`src/rtl/encoder_pkg.sv`:
```
// Shared types and default constants for the spike-encoder sequencer and the encoder it feeds.
package encoder_pkg;

  localparam int DEF_IMAGE_SIZE      = 5;
  localparam int DEF_PIXEL_MAX_VALUE = 10;
  localparam int DEF_TIMEOUT_CYCLES  = 4096;
  localparam int DEF_PIXEL_BITS      = $clog2(DEF_PIXEL_MAX_VALUE);

  typedef logic [DEF_PIXEL_BITS:0] pixel_t;

  typedef enum logic [2:0] {
    ST_IDLE     = 3'd0,
    ST_LOAD     = 3'd1,
    ST_FIRE     = 3'd2,
    ST_WAIT_ENC = 3'd3,
    ST_FINISH   = 3'd4
  } state_t;

endpackage

```
`src/rtl/encoder_sequencer_if.sv`:
```
// Bundle of control, pixel-stream, encoder and AER-tap signals around encoder_sequencer.
interface encoder_sequencer_if #(
  parameter int IMAGE_SIZE      = encoder_pkg::DEF_IMAGE_SIZE,
  parameter int IMAGE_SIZE_BITS = $clog2(IMAGE_SIZE),
  parameter int PIXEL_BITS      = encoder_pkg::DEF_PIXEL_BITS
);
  import encoder_pkg::*;

  logic                       start;
  logic [7:0]                 num_images;
  logic                       abort;

  // Pixel stream: a beat transfers on every rising clk edge where pix_valid and
  // pix_ready are both high; the source holds pix_data stable while pix_valid is
  // high and waits, and pix_ready never depends on pix_valid.
  logic                       pix_valid;
  logic [PIXEL_BITS:0]        pix_data;
  logic                       pix_ready;

  logic [PIXEL_BITS:0]        image [0:IMAGE_SIZE-1];
  logic                       new_image;
  logic                       image_encoded;
  logic                       spk_req;
  logic                       spk_ack;

  logic                       busy;
  logic                       done;
  logic [7:0]                 img_count;
  logic [IMAGE_SIZE_BITS:0]   spike_cnt;
  logic                       err_timeout;
  state_t                     dbg_state;

  modport slave (
    input  start, num_images, abort, pix_valid, pix_data, image_encoded, spk_req, spk_ack,
    output pix_ready, image, new_image, busy, done, img_count, spike_cnt, err_timeout, dbg_state
  );

  modport master (
    output start, num_images, abort, pix_valid, pix_data, image_encoded, spk_req, spk_ack,
    input  pix_ready, image, new_image, busy, done, img_count, spike_cnt, err_timeout, dbg_state
  );

endinterface

```
`src/rtl/encoder_sequencer.sv`:
```
// Batch sequencer: loads images pixel by pixel, kicks the encoder, waits for its
// completion edge under a watchdog, and counts AER spikes seen on the output tap.
module encoder_sequencer
  import encoder_pkg::*;
#(
  parameter int IMAGE_SIZE      = DEF_IMAGE_SIZE,
  parameter int IMAGE_SIZE_BITS = $clog2(IMAGE_SIZE),
  parameter int PIXEL_MAX_VALUE = DEF_PIXEL_MAX_VALUE,
  parameter int PIXEL_BITS      = $clog2(PIXEL_MAX_VALUE),
  parameter int TIMEOUT_CYCLES  = DEF_TIMEOUT_CYCLES
) (
  input  logic              clk,
  input  logic              rst,
  encoder_sequencer_if.slave bus
);

  localparam int WDOG_W = (TIMEOUT_CYCLES > 2) ? $clog2(TIMEOUT_CYCLES) : 1;
  localparam logic [WDOG_W-1:0]          WDOG_LAST = WDOG_W'(TIMEOUT_CYCLES - 1);
  localparam logic [IMAGE_SIZE_BITS-1:0] LAST_IDX  = IMAGE_SIZE_BITS'(IMAGE_SIZE - 1);

  if (PIXEL_MAX_VALUE >= (1 << (PIXEL_BITS + 1))) begin : g_pixel_width_check
    $error("PIXEL_BITS is too narrow to hold PIXEL_MAX_VALUE");
  end

  state_t                     state;
  logic [IMAGE_SIZE_BITS-1:0] pix_idx;
  logic [PIXEL_BITS:0]        image_q [0:IMAGE_SIZE-1];
  logic [7:0]                 num_lat;
  logic [7:0]                 img_count;
  logic [7:0]                 count_inc;
  logic [IMAGE_SIZE_BITS:0]   spike_cnt;
  logic [WDOG_W-1:0]          wdog;
  logic                       new_image;
  logic                       busy;
  logic                       done;
  logic                       err_timeout;
  logic                       enc_q;
  logic                       ack_q;
  logic                       enc_rise;
  logic                       spk_edge;

  // Completion must be a fresh rising edge so a level left high by the previous
  // image cannot finish the current one.
  always_comb begin
    enc_rise  = bus.image_encoded & ~enc_q;
    spk_edge  = bus.spk_req & bus.spk_ack & ~ack_q;
    count_inc = img_count + 8'd1;
  end

  always_ff @(posedge clk or posedge rst) begin
    if (rst) begin
      state       <= ST_IDLE;
      pix_idx     <= '0;
      num_lat     <= '0;
      img_count   <= '0;
      spike_cnt   <= '0;
      wdog        <= '0;
      new_image   <= 1'b0;
      busy        <= 1'b0;
      done        <= 1'b0;
      err_timeout <= 1'b0;
      enc_q       <= 1'b0;
      ack_q       <= 1'b0;
      for (int i = 0; i < IMAGE_SIZE; i++) image_q[i] <= '0;
    end else begin
      enc_q     <= bus.image_encoded;
      ack_q     <= bus.spk_ack;
      new_image <= 1'b0;
      done      <= 1'b0;
      if (bus.abort && state != ST_IDLE) begin
        state   <= ST_IDLE;
        busy    <= 1'b0;
        pix_idx <= '0;
      end else begin
        case (state)
          ST_IDLE: begin
            if (bus.start) begin
              if (bus.num_images != 8'd0) begin
                num_lat     <= bus.num_images;
                img_count   <= '0;
                err_timeout <= 1'b0;
                pix_idx     <= '0;
                busy        <= 1'b1;
                state       <= ST_LOAD;
              end else begin
                done <= 1'b1;
              end
            end
          end
          ST_LOAD: begin
            if (bus.pix_valid) begin
              image_q[pix_idx] <= bus.pix_data;
              if (pix_idx == LAST_IDX) begin
                pix_idx   <= '0;
                new_image <= 1'b1;
                state     <= ST_FIRE;
              end else begin
                pix_idx <= pix_idx + 1'b1;
              end
            end
          end
          ST_FIRE: begin
            spike_cnt <= '0;
            wdog      <= '0;
            state     <= ST_WAIT_ENC;
          end
          ST_WAIT_ENC: begin
            if (spk_edge && spike_cnt != '1) spike_cnt <= spike_cnt + 1'b1;
            // Completion wins over a watchdog expiry in the same cycle.
            if (enc_rise) begin
              img_count <= count_inc;
              if (count_inc == num_lat) begin
                done  <= 1'b1;
                state <= ST_FINISH;
              end else begin
                state <= ST_LOAD;
              end
            end else if (wdog == WDOG_LAST) begin
              err_timeout <= 1'b1;
              done        <= 1'b1;
              state       <= ST_FINISH;
            end else begin
              wdog <= wdog + 1'b1;
            end
          end
          ST_FINISH: begin
            busy  <= 1'b0;
            state <= ST_IDLE;
          end
          default: begin
            busy  <= 1'b0;
            state <= ST_IDLE;
          end
        endcase
      end
    end
  end

  assign bus.pix_ready   = (state == ST_LOAD);
  assign bus.image       = image_q;
  assign bus.new_image   = new_image;
  assign bus.busy        = busy;
  assign bus.done        = done;
  assign bus.img_count   = img_count;
  assign bus.spike_cnt   = spike_cnt;
  assign bus.err_timeout = err_timeout;
  assign bus.dbg_state   = state;

endmodule

```
`src/flat_wrapper.sv`:
```
// flat-port wrapper written by rule: the top's interface ports become plain ports
module encoder_sequencer_flat import encoder_pkg::*;
#(
  parameter int IMAGE_SIZE      = DEF_IMAGE_SIZE,
  parameter int IMAGE_SIZE_BITS = $clog2(IMAGE_SIZE),
  parameter int PIXEL_MAX_VALUE = DEF_PIXEL_MAX_VALUE,
  parameter int PIXEL_BITS      = $clog2(PIXEL_MAX_VALUE),
  parameter int TIMEOUT_CYCLES  = DEF_TIMEOUT_CYCLES
)
  (clk, rst, bus_start, bus_num_images, bus_abort, bus_pix_valid, bus_pix_data, bus_image_encoded, bus_spk_req, bus_spk_ack, bus_pix_ready, bus_image, bus_new_image, bus_busy, bus_done, bus_img_count, bus_spike_cnt, bus_err_timeout, bus_dbg_state);
  encoder_sequencer_if #(.IMAGE_SIZE(IMAGE_SIZE), .IMAGE_SIZE_BITS(IMAGE_SIZE_BITS), .PIXEL_BITS(PIXEL_BITS)) bus_i ();
  input  logic clk;
  input  logic rst;
  input wire logic [$bits(bus_i.start)-1:0] bus_start;
  input wire logic [$bits(bus_i.num_images)-1:0] bus_num_images;
  input wire logic [$bits(bus_i.abort)-1:0] bus_abort;
  input wire logic [$bits(bus_i.pix_valid)-1:0] bus_pix_valid;
  input wire logic [$bits(bus_i.pix_data)-1:0] bus_pix_data;
  input wire logic [$bits(bus_i.image_encoded)-1:0] bus_image_encoded;
  input wire logic [$bits(bus_i.spk_req)-1:0] bus_spk_req;
  input wire logic [$bits(bus_i.spk_ack)-1:0] bus_spk_ack;
  output wire logic [$bits(bus_i.pix_ready)-1:0] bus_pix_ready;
  output wire logic [$bits(bus_i.image)-1:0] bus_image;
  output wire logic [$bits(bus_i.new_image)-1:0] bus_new_image;
  output wire logic [$bits(bus_i.busy)-1:0] bus_busy;
  output wire logic [$bits(bus_i.done)-1:0] bus_done;
  output wire logic [$bits(bus_i.img_count)-1:0] bus_img_count;
  output wire logic [$bits(bus_i.spike_cnt)-1:0] bus_spike_cnt;
  output wire logic [$bits(bus_i.err_timeout)-1:0] bus_err_timeout;
  output wire logic [$bits(bus_i.dbg_state)-1:0] bus_dbg_state;
  assign bus_i.start = bus_start;
  assign bus_i.num_images = bus_num_images;
  assign bus_i.abort = bus_abort;
  assign bus_i.pix_valid = bus_pix_valid;
  assign bus_i.pix_data = bus_pix_data;
  assign bus_i.image_encoded = bus_image_encoded;
  assign bus_i.spk_req = bus_spk_req;
  assign bus_i.spk_ack = bus_spk_ack;
  assign bus_pix_ready = bus_i.pix_ready;
  assign bus_image = {>>{bus_i.image}};
  assign bus_new_image = bus_i.new_image;
  assign bus_busy = bus_i.busy;
  assign bus_done = bus_i.done;
  assign bus_img_count = bus_i.img_count;
  assign bus_spike_cnt = bus_i.spike_cnt;
  assign bus_err_timeout = bus_i.err_timeout;
  assign bus_dbg_state = bus_i.dbg_state;
  encoder_sequencer #(.IMAGE_SIZE(IMAGE_SIZE), .IMAGE_SIZE_BITS(IMAGE_SIZE_BITS), .PIXEL_MAX_VALUE(PIXEL_MAX_VALUE), .PIXEL_BITS(PIXEL_BITS), .TIMEOUT_CYCLES(TIMEOUT_CYCLES)) u_core (.clk(clk), .rst(rst), .bus(bus_i));
endmodule
```
`config.mk`:
```
export PLATFORM = sky130hd
export DESIGN_NAME = encoder_sequencer_flat
export DESIGN_NICKNAME = d
export VERILOG_FILES = /design/src/rtl/encoder_pkg.sv /design/src/rtl/encoder_sequencer_if.sv /design/src/rtl/encoder_sequencer.sv /design/src/flat_wrapper.sv
export SDC_FILE = /design/constraint.sdc
export NUM_CORES = 1
export LEC_CHECK = 0
export BUFFER_PORTS_ARGS = -buffer_cell sky130_fd_sc_hd__buf_2
export CORE_UTILIZATION = 30
export CTS_CLUSTER_DIAMETER = 100
export CTS_CLUSTER_SIZE = 10
export DETAILED_ROUTE_END_ITERATION = 8
export SLEW_MARGIN = 40
export SYNTH_ARGS = -nofsm -noshare
export SYNTH_HDL_FRONTEND = slang
export SYNTH_SLANG_ARGS = --single-unit
export TNS_END_PERCENT = 100
```
`constraint.sdc`:
```
create_clock -name clk -period 5.7 [get_ports clk]
set_clock_uncertainty 0.15 [all_clocks]
set_input_delay 1.14 -clock clk [delete_from_list [all_inputs] [get_ports clk]]
set_output_delay 1.14 -clock clk [all_outputs]
set_load 0.02 [all_outputs]
```
==> summary.md, run 1 <==
| Metric | Value |
|---|---|
| Post-synth top area share | 0.503 |
| Hold EP | u_core.bus.image[2]$_DFFE_PP0P_ |
| Vias | 2744 |
| Leading area contributor after synthesis | dfrtp_1 |
| Number of library cell types mapped by synthesis | 54 |
| Synth async-reset ratio | 1.00 |
| Initial antenna violation count | 1 |
| WP data required | 4.41 ns |
| Rel. slew slack | 0.535 |
| Setup ws final | 2.66 ns |
| Detail Route Antenna Nets | 0 |
| Share of cells above drive strength 1 | 0.320 |
| Tcrit/Tclk final | 0.533 |
| Yosys warns | 0 |
| Post-CTS Setup Bufs | 0 |
| Final Critical Period | 3.04 ns |
| Max-cap violations | 0 |
| Grt ovf | 0 |
| Max Buffers Root-to-Sink | 2 |
| Area Overhead vs Synth | 22.2% |
| Largest net degree at the start of global routing | 70 |
| Final wirelength | 8.17 mm |
| Max incr delay on CP | 0.72 ns |
| Worst hold path class | flop to flop |
| Ys flop type | dfrtp_1 |
| Final setup TNS | 0 ns |
| CTS tree | yes |
| Post-cts hold buffer count | 0 |
| Reg-to-Reg Start | u_core.bus.dbg_state[0]$_DFFE_PP0P_ |
| Core Util, Final | 0.382 |
| Crit Path Max Fanout | 17 |
| Mapped Area | 3430 um2 |
| DR iter-0 viols | 116 |
| Total clock sinks | 69 |
| Fill count | 1102 |
| RSZ-0062 raised after global routing | no |
| Post-synth EDFFs | 0 |
| Mapped Cells | 319 |
| Post-CTS sizing | 0 |
| Port bufs | 65 |
| First-pass GRT wire length | 13.4 mm |
| Most frequent cells in the layout | 69 x dfrtp_1, 65 x buf_2, 26 x mux2_2, 24 x o21ai_0, 23 x nor2_1 |
| Critical path arrival | 1.75 ns |
| Worst Setup Start Kind | flop |
| Vias in the first global route | 2590 |
| Fin. Hold Viols | 0 |
| Nets | 412 |
| I/O pin count | 66 |
| H-tree depth | 3 |
| Sequential-to-total area share from yosys stat | 0.503 |
| Core ar. | 11000 um2 |
| Synth Area per Inst | 10.8 um2 |
| Reg clk slew, reported paths | 0.06 ns |
| Slew at the pin closest to its max-slew limit | 0.692 ns |
| Hold path cells | 1 |
| Die W | 109 um |
| Pre-CTS setup slack | 2.74 ns |
| Pleak | 0.00197 uW |
| Die area | 11900 um2 |
| DRT Pass-1 Iters | 4 |
| Cells taking the most area after synthesis | dfrtp_1 50%, mux2_2 8.5%, o21ai_0 3.5%, nand3_1 3.1%, xor2_1 2.6% |
| CP cell instances | inv_1 -> nor3_1 -> buf_2 |
| Worst skew pair latency | 0.33 ns |
| Commonest non-fill, non-tap cell in the layout | dfrtp_1 |
| PD cells | 440 nW/um2 |
| CTS buffer count | 9 |
| Crit end category | primary output |
| Root Buffer | clkbuf_16 |
| Wire length per cell | 15.4 um |
| Register bit total from synthesis | 69 |
| Type of the worst setup path | flop to primary output |
| N_diodes | 0 |
| R2r setup slk | 3.28 ns |
| Highest clock rate | 329 MHz |
| Total track usage | 0.149 |
| HPWL after DPL | 5.77 mm |
| Initial Util | 0.312 |
| Std-Cell Rows | 38 |
| Reg-to-reg endpoint | u_core.bus.img_count[4]$_DFFE_PP0P_ |
| DRC | 0 |
| Final setup fails | 0 |
| Syn Nets | 345 |
| Status | completed |
| Hold Crit Start | u_core.bus.image[2]$_DFFE_PP0P_ |
| Peak supply drop | 0.190 mV |
| Slew Viols, Final | 0 |
| Die Y | 109 um |
| GP Congestion | 0.822 |
| Slowest library cell on the worst path | dfrtp_1 |
| R2R cell count | 6 |
| Vias per std cell | 5.17 |
==> per-stage QoR <==
step | total power, uW | cells | hold WS (ns) | cell area, um2
2_1_floorplan | 1120 | 319 | 0.335 | 3430
3_3_place_gp | 1280 | 515 | 0.335 | 3880
3_5_place_dp | 1290 | 515 | 0.338 | 3890
4_1_cts | 1870 | 531 | 0.351 | 4190
5_1_grt | 1960 | 531 | 0.364 | 4190
6_report | 1840 | 531 | 0.347 | 4190
==> Yosys cell counts (3+ instances only) <==
| library cell | instances |
|---|---|
| a211oi_1 | 3 |
| a21oi_1 | 9 |
| and2_1 | 4 |
| and4_1 | 3 |
| buf_2 | 4 |
| clkbuf_1 | 3 |
| dfrtp_1 | 69 |
| ha_1 | 5 |
| inv_1 | 10 |
| mux2_2 | 26 |
| mux2_4 | 5 |
| nand2_1 | 22 |
| nand3_1 | 21 |
| nand4_1 | 7 |
| nor2_1 | 23 |
| nor3_1 | 4 |
| nor4_1 | 3 |
| o211ai_1 | 3 |
| o21ai_0 | 24 |
| o31ai_1 | 8 |
| or4_1 | 3 |
| xnor2_1 | 8 |
| xor2_1 | 10 |
==> worst max path at each step <==
stage | slack [ns] | startpoint | cells past startpoint | to
after global placement | 2.78 | bus_abort | 6 | u_core.bus.image[21]$_DFFE_PP0P_
after global routing | 2.57 | u_core.bus.dbg_state[0]$_DFFE_PP0P_ | 3 | bus_pix_ready
final | 2.66 | u_core.bus.dbg_state[0]$_DFFE_PP0P_ | 3 | bus_pix_ready
after floorplan | 2.67 | rst | 1 | u_core.ack_q$_DFF_PP0_
after detailed placement | 2.74 | bus_abort | 6 | u_core.bus.image[23]$_DFFE_PP0P_
after CTS | 2.62 | u_core.bus.dbg_state[0]$_DFFE_PP0P_ | 3 | bus_pix_ready
==> per-layer routing <==
metal / up-vias / share of wire / global-route usage / routed length (um)
met2: 96 / 0.43 / 0.216 / 3540
met4: 2 / 0.019 / 0.0695 / 157
met3: 14 / 0.059 / 0.0442 / 482
li1: 1301 / - / - / -
met5: - / 0.0020 / 0 / 16
met1: 1331 / 0.49 / 0.202 / 3980
==> flip-flops by register name, summed over array words and instances (netlist names) <==
signal	flops
u_core.bus.image	25
u_core.wdog	12
u_core.bus.img_count	8
u_core.num_lat	8
u_core.bus.spike_cnt	4
u_core.bus.dbg_state	3
u_core.pix_idx	3
u_core.ack_q	1
u_core.bus.busy	1
u_core.bus.done	1
u_core.bus.err_timeout	1
u_core.bus.new_image	1
u_core.enc_q	1
==> report_power, final <==
part,internal [uW],switching [uW]
sequential,606,131
combinational,237,307
clock,349,214
total,1190,652
==> kinds of logic (layout without fill, tap and decap cells) <==
group | Yosys count | count (layout) | synth area share
and+or+nand+nor | 110 | 110 | 0.173
DFF | 69 | 69 | 0.503
AOI/OAI and AO/OA | 64 | 64 | 0.120
muxes | 33 | 33 | 0.113
buffers and inverters | 20 | 92 | 0.0263
xor gates and xnor gates | 18 | 18 | 0.0460
adders and majority gates | 5 | 5 | 0.0182
==> final cells by class <==
cell class,instances,area [um2],share of cell area
repair buffers,66,337,0.0803
well taps,140,175,0.0418
multi-input cells,230,1610,0.385
clock buffers,10,239,0.0570
clock inverters,6,62.6,0.0149
flip-flops and latches,69,1730,0.412
inverters,10,37.5,0.00896
==> critical path: cells and delay by family, from the launching register on <==
kind	cells	cell delay (ns)
buf+inv	2	0.41
flops	1	0.72
simple gates	1	0.28
(Power assumes the default switching activity.)
==> run 2: changes to the inputs <==
--- a/config.mk
+++ b/config.mk
@@ -5,6 +5,7 @@
 export SDC_FILE = /design/constraint.sdc
 export NUM_CORES = 1
 export LEC_CHECK = 0
+export ABC_AREA = 1
 export BUFFER_PORTS_ARGS = -buffer_cell sky130_fd_sc_hd__buf_2
 export CORE_UTILIZATION = 30
 export CTS_CLUSTER_DIAMETER = 100
==> constraint.sdc (replaced) <==
create_clock -name clk -period 3.15 [get_ports clk]
set_clock_uncertainty 0.15 [all_clocks]
set_input_delay 0.63 -clock clk [delete_from_list [all_inputs] [get_ports clk]]
set_output_delay 0.63 -clock clk [all_outputs]
set_load 0.02 [all_outputs]
==> summary.md, run 2 <==
| Metric | Value |
|---|---|
| Std-Cell Rows | 38 |
| Die Y | 110 um |
| XOR/XNOR Fraction of Synth Area | 0.0151 |
| Root Buffer | clkbuf_16 |
| I/O pin count | 66 |
| CP Launch Point | u_core.bus.dbg_state[1]$_DFFE_PP0P_ |
| Number of library cell types mapped by synthesis | 36 |
| Main combinational cell family by area after synthesis | simple AND/OR/NAND/NOR gates |
| Slew Viols, Final | 0 |
| Yosys warns | 0 |
| Share of cells above drive strength 1 | 0.217 |
| Post-CTS Setup Bufs | 0 |
| Pleak | 0.00209 uW |
| CTS buffer count | 9 |
| Crit Path Max Fanout | 13 |
| N_diodes | 0 |
| Commonest non-fill, non-tap cell in the layout | nand2_1 |
| Most frequent cell after synthesis | nand2_1 |
| Top cells by count, synth | 97 x nand2_1, 69 x dfrtp_1, 52 x inv_1, 41 x nor2_1, 36 x o21ai_0 |
| Slew at the pin closest to its max-slew limit | 0.543 ns |
| Max Buffers Root-to-Sink | 2 |
| Max-cap violations | 0 |
| Initial Util | 0.314 |
| Post-synth top area share | 0.496 |
| DRT Pass-1 Iters | 4 |
| DR iter-0 viols | 148 |
| WP data required | 3.26 ns |
| Synth Area per Inst | 8.21 um2 |
| Die area | 12000 um2 |
| Final setup fails | 0 |
| Nets | 523 |
| Post-CTS sizing | 0 |
| Sequential-to-total area share from yosys stat | 0.496 |
| Max reg flops | 25 |
| RSZ-0062 raised after global routing | no |
| Total clock sinks | 69 |
| Worst Setup Start Kind | flop |
| Area Overhead vs Synth | 22.3% |
| DRC | 0 |
| Mapped Area | 3480 um2 |
| First-pass GRT wire length | 13.8 mm |
| Cells taking the most area after synthesis | dfrtp_1 50%, nand2_1 10%, inv_1 5.6%, o21ai_0 5.2%, nand3_1 4.9% |
| Mux contribution to synthesized area | 0 |
| Initial antenna violation count | 0 |
| Reg clk slew, reported paths | 0.06 ns |
| Vias | 3050 |
| Most frequent cells in the layout | 97 x nand2_1, 69 x dfrtp_1, 65 x buf_2, 51 x inv_1, 41 x nor2_1 |
| H-tree depth | 3 |
| Port bufs | 65 |
| PD cells | 807 nW/um2 |
| Wire length per cell | 12.8 um |
| Syn Nets | 450 |
| Rel. slew slack | 0.636 |
| Peak supply drop | 0.395 mV |
| Grt ovf | 0 |
| CTS tree | yes |
| Largest net degree at the start of global routing | 70 |
| Critical path arrival | 2.35 ns |
| Post-synth EDFFs | 0 |
| Ys flop type | dfrtp_1 |
| Final wirelength | 8.20 mm |
| Final Critical Period | 2.24 ns |
| Core Util, Final | 0.384 |
| Mapped Cells | 424 |
| Highest clock rate | 446 MHz |
| Leading area contributor after synthesis | dfrtp_1 |
| Compound-cell area share of the yosys netlist | 0.129 |
| Area of the multi-input gates | 1510 um2 |
| Crit end category | flop |
| Detail Route Antenna Nets | 0 |
| Worst hold path class | input pin to asynchronous set/reset pin |
| Tcrit/Tclk final | 0.711 |
| Final setup TNS | 0 ns |
| Seq. cell area | 1730 um2 |
| Synth async-reset ratio | 1.00 |
| HPWL after DPL | 6.10 mm |
| Post-Synth Adder-Cell Area | 0.0180 |
| GP Congestion | 0.893 |
| Vias in the first global route | 2993 |
| Die W | 110 um |
| Core ar. | 11100 um2 |
| Post-cts hold buffer count | 0 |
| Status | completed |
| Vias per std cell | 4.75 |
| Type of the worst setup path | flop to flop |
| Synth Area in Simple Gates | 0.270 |
| Total track usage | 0.153 |
| Worst skew pair latency | 0.33 ns |
| Register bit total from synthesis | 69 |
| Fin. Hold Viols | 0 |
| Reg-to-Reg Start | u_core.bus.dbg_state[1]$_DFFE_PP0P_ |
| Fill count | 1154 |
[run 2: cell count changes in the layout (fill, tap and decap cells not counted), moves of 7 or more]
cell	delta
o31ai_1	-7
nand3_1	+13
o22ai_1	+7
o21ai_0	+12
inv_1	+42
mux2_2	-26
nand2_1	+75
xnor2_1	-7
a21oi_1	+13
nor2_1	+18
[run 2: final cells by class]
cell class	count	share of cell area
flip-flops and latches	69	0.406
multi-input cells	292	0.354
repair buffers	68	0.0846
clock buffers	10	0.0561
inverters	57	0.0502
well taps	140	0.0411
clock inverters	6	0.00882
[run 2: metrics by stage]
stage	total power (uW)	setup slack (ns)	area (um2)	std cells	hold WS, ns
finish	3440	0.909	4260	642	0.210
CTS	3470	0.922	4260	642	0.232
global route	3710	0.729	4260	642	0.255
floorplan	2160	0.630	3480	424	0.322
global placement	2500	0.996	3980	626	0.312
detailed placement	2530	0.932	3980	626	0.320
[run 2: cell families (layout without fill, tap and decap cells)]
| kind of cell | Yosys count | in the layout |
|---|---|---|
| adders and majority gates | 5 | 5 |
| buffers and inverters | 63 | 141 |
| DFF | 69 | 69 |
| AOI/OAI and AO/OA | 77 | 77 |
| xor gates and xnor gates | 6 | 6 |
| and+or+nand+nor | 204 | 204 |
[run 2: path summary, 6_finish.rpt]
kind | endpoint | slack (ns) | cells past startpoint
max | u_core.wdog[6]$_DFFE_PP0P_ | 0.91 | 9
min | u_core.bus.image[7]$_DFFE_PP0P_ | 0.21 | 3
max reg2reg | u_core.wdog[6]$_DFFE_PP0P_ | 0.91 | 9
min reg2reg | u_core.bus.image[19]$_DFFE_PP0P_ | 0.33 | 2
max in group asynchronous | u_core.enc_q$_DFF_PP0_ | 2.32 | 3
min in group clk | u_core.enc_q$_DFF_PP0_ | 0.27 | 1
[run 2: power breakdown]
group | switching, uW | internal [uW]
combinational | 786 | 393
sequential | 209 | 1120
clock | 374 | 552
total | 1370 | 2070
[run 2: metal layers]
layer  global-route usage  vias to the layer above  part of all wire
met5                    0                        -                 0
met4               0.0733                        0             0.023
met3               0.0433                       11             0.053
met2                0.243                       88              0.46
met1                0.191                     1408              0.46
li1                     -                     1543                 -
[run 2: critical path, cell delays in order, from the launching register on]
cell     delay, ns
dfrtp_1       0.49
inv_2         0.07
nor2_2        0.12
nand2_2       0.17
inv_2         0.24
nand2_2       0.11
a21oi_4       0.26
inv_2         0.17
o21ai_0       0.19
nor3b_2       0.18
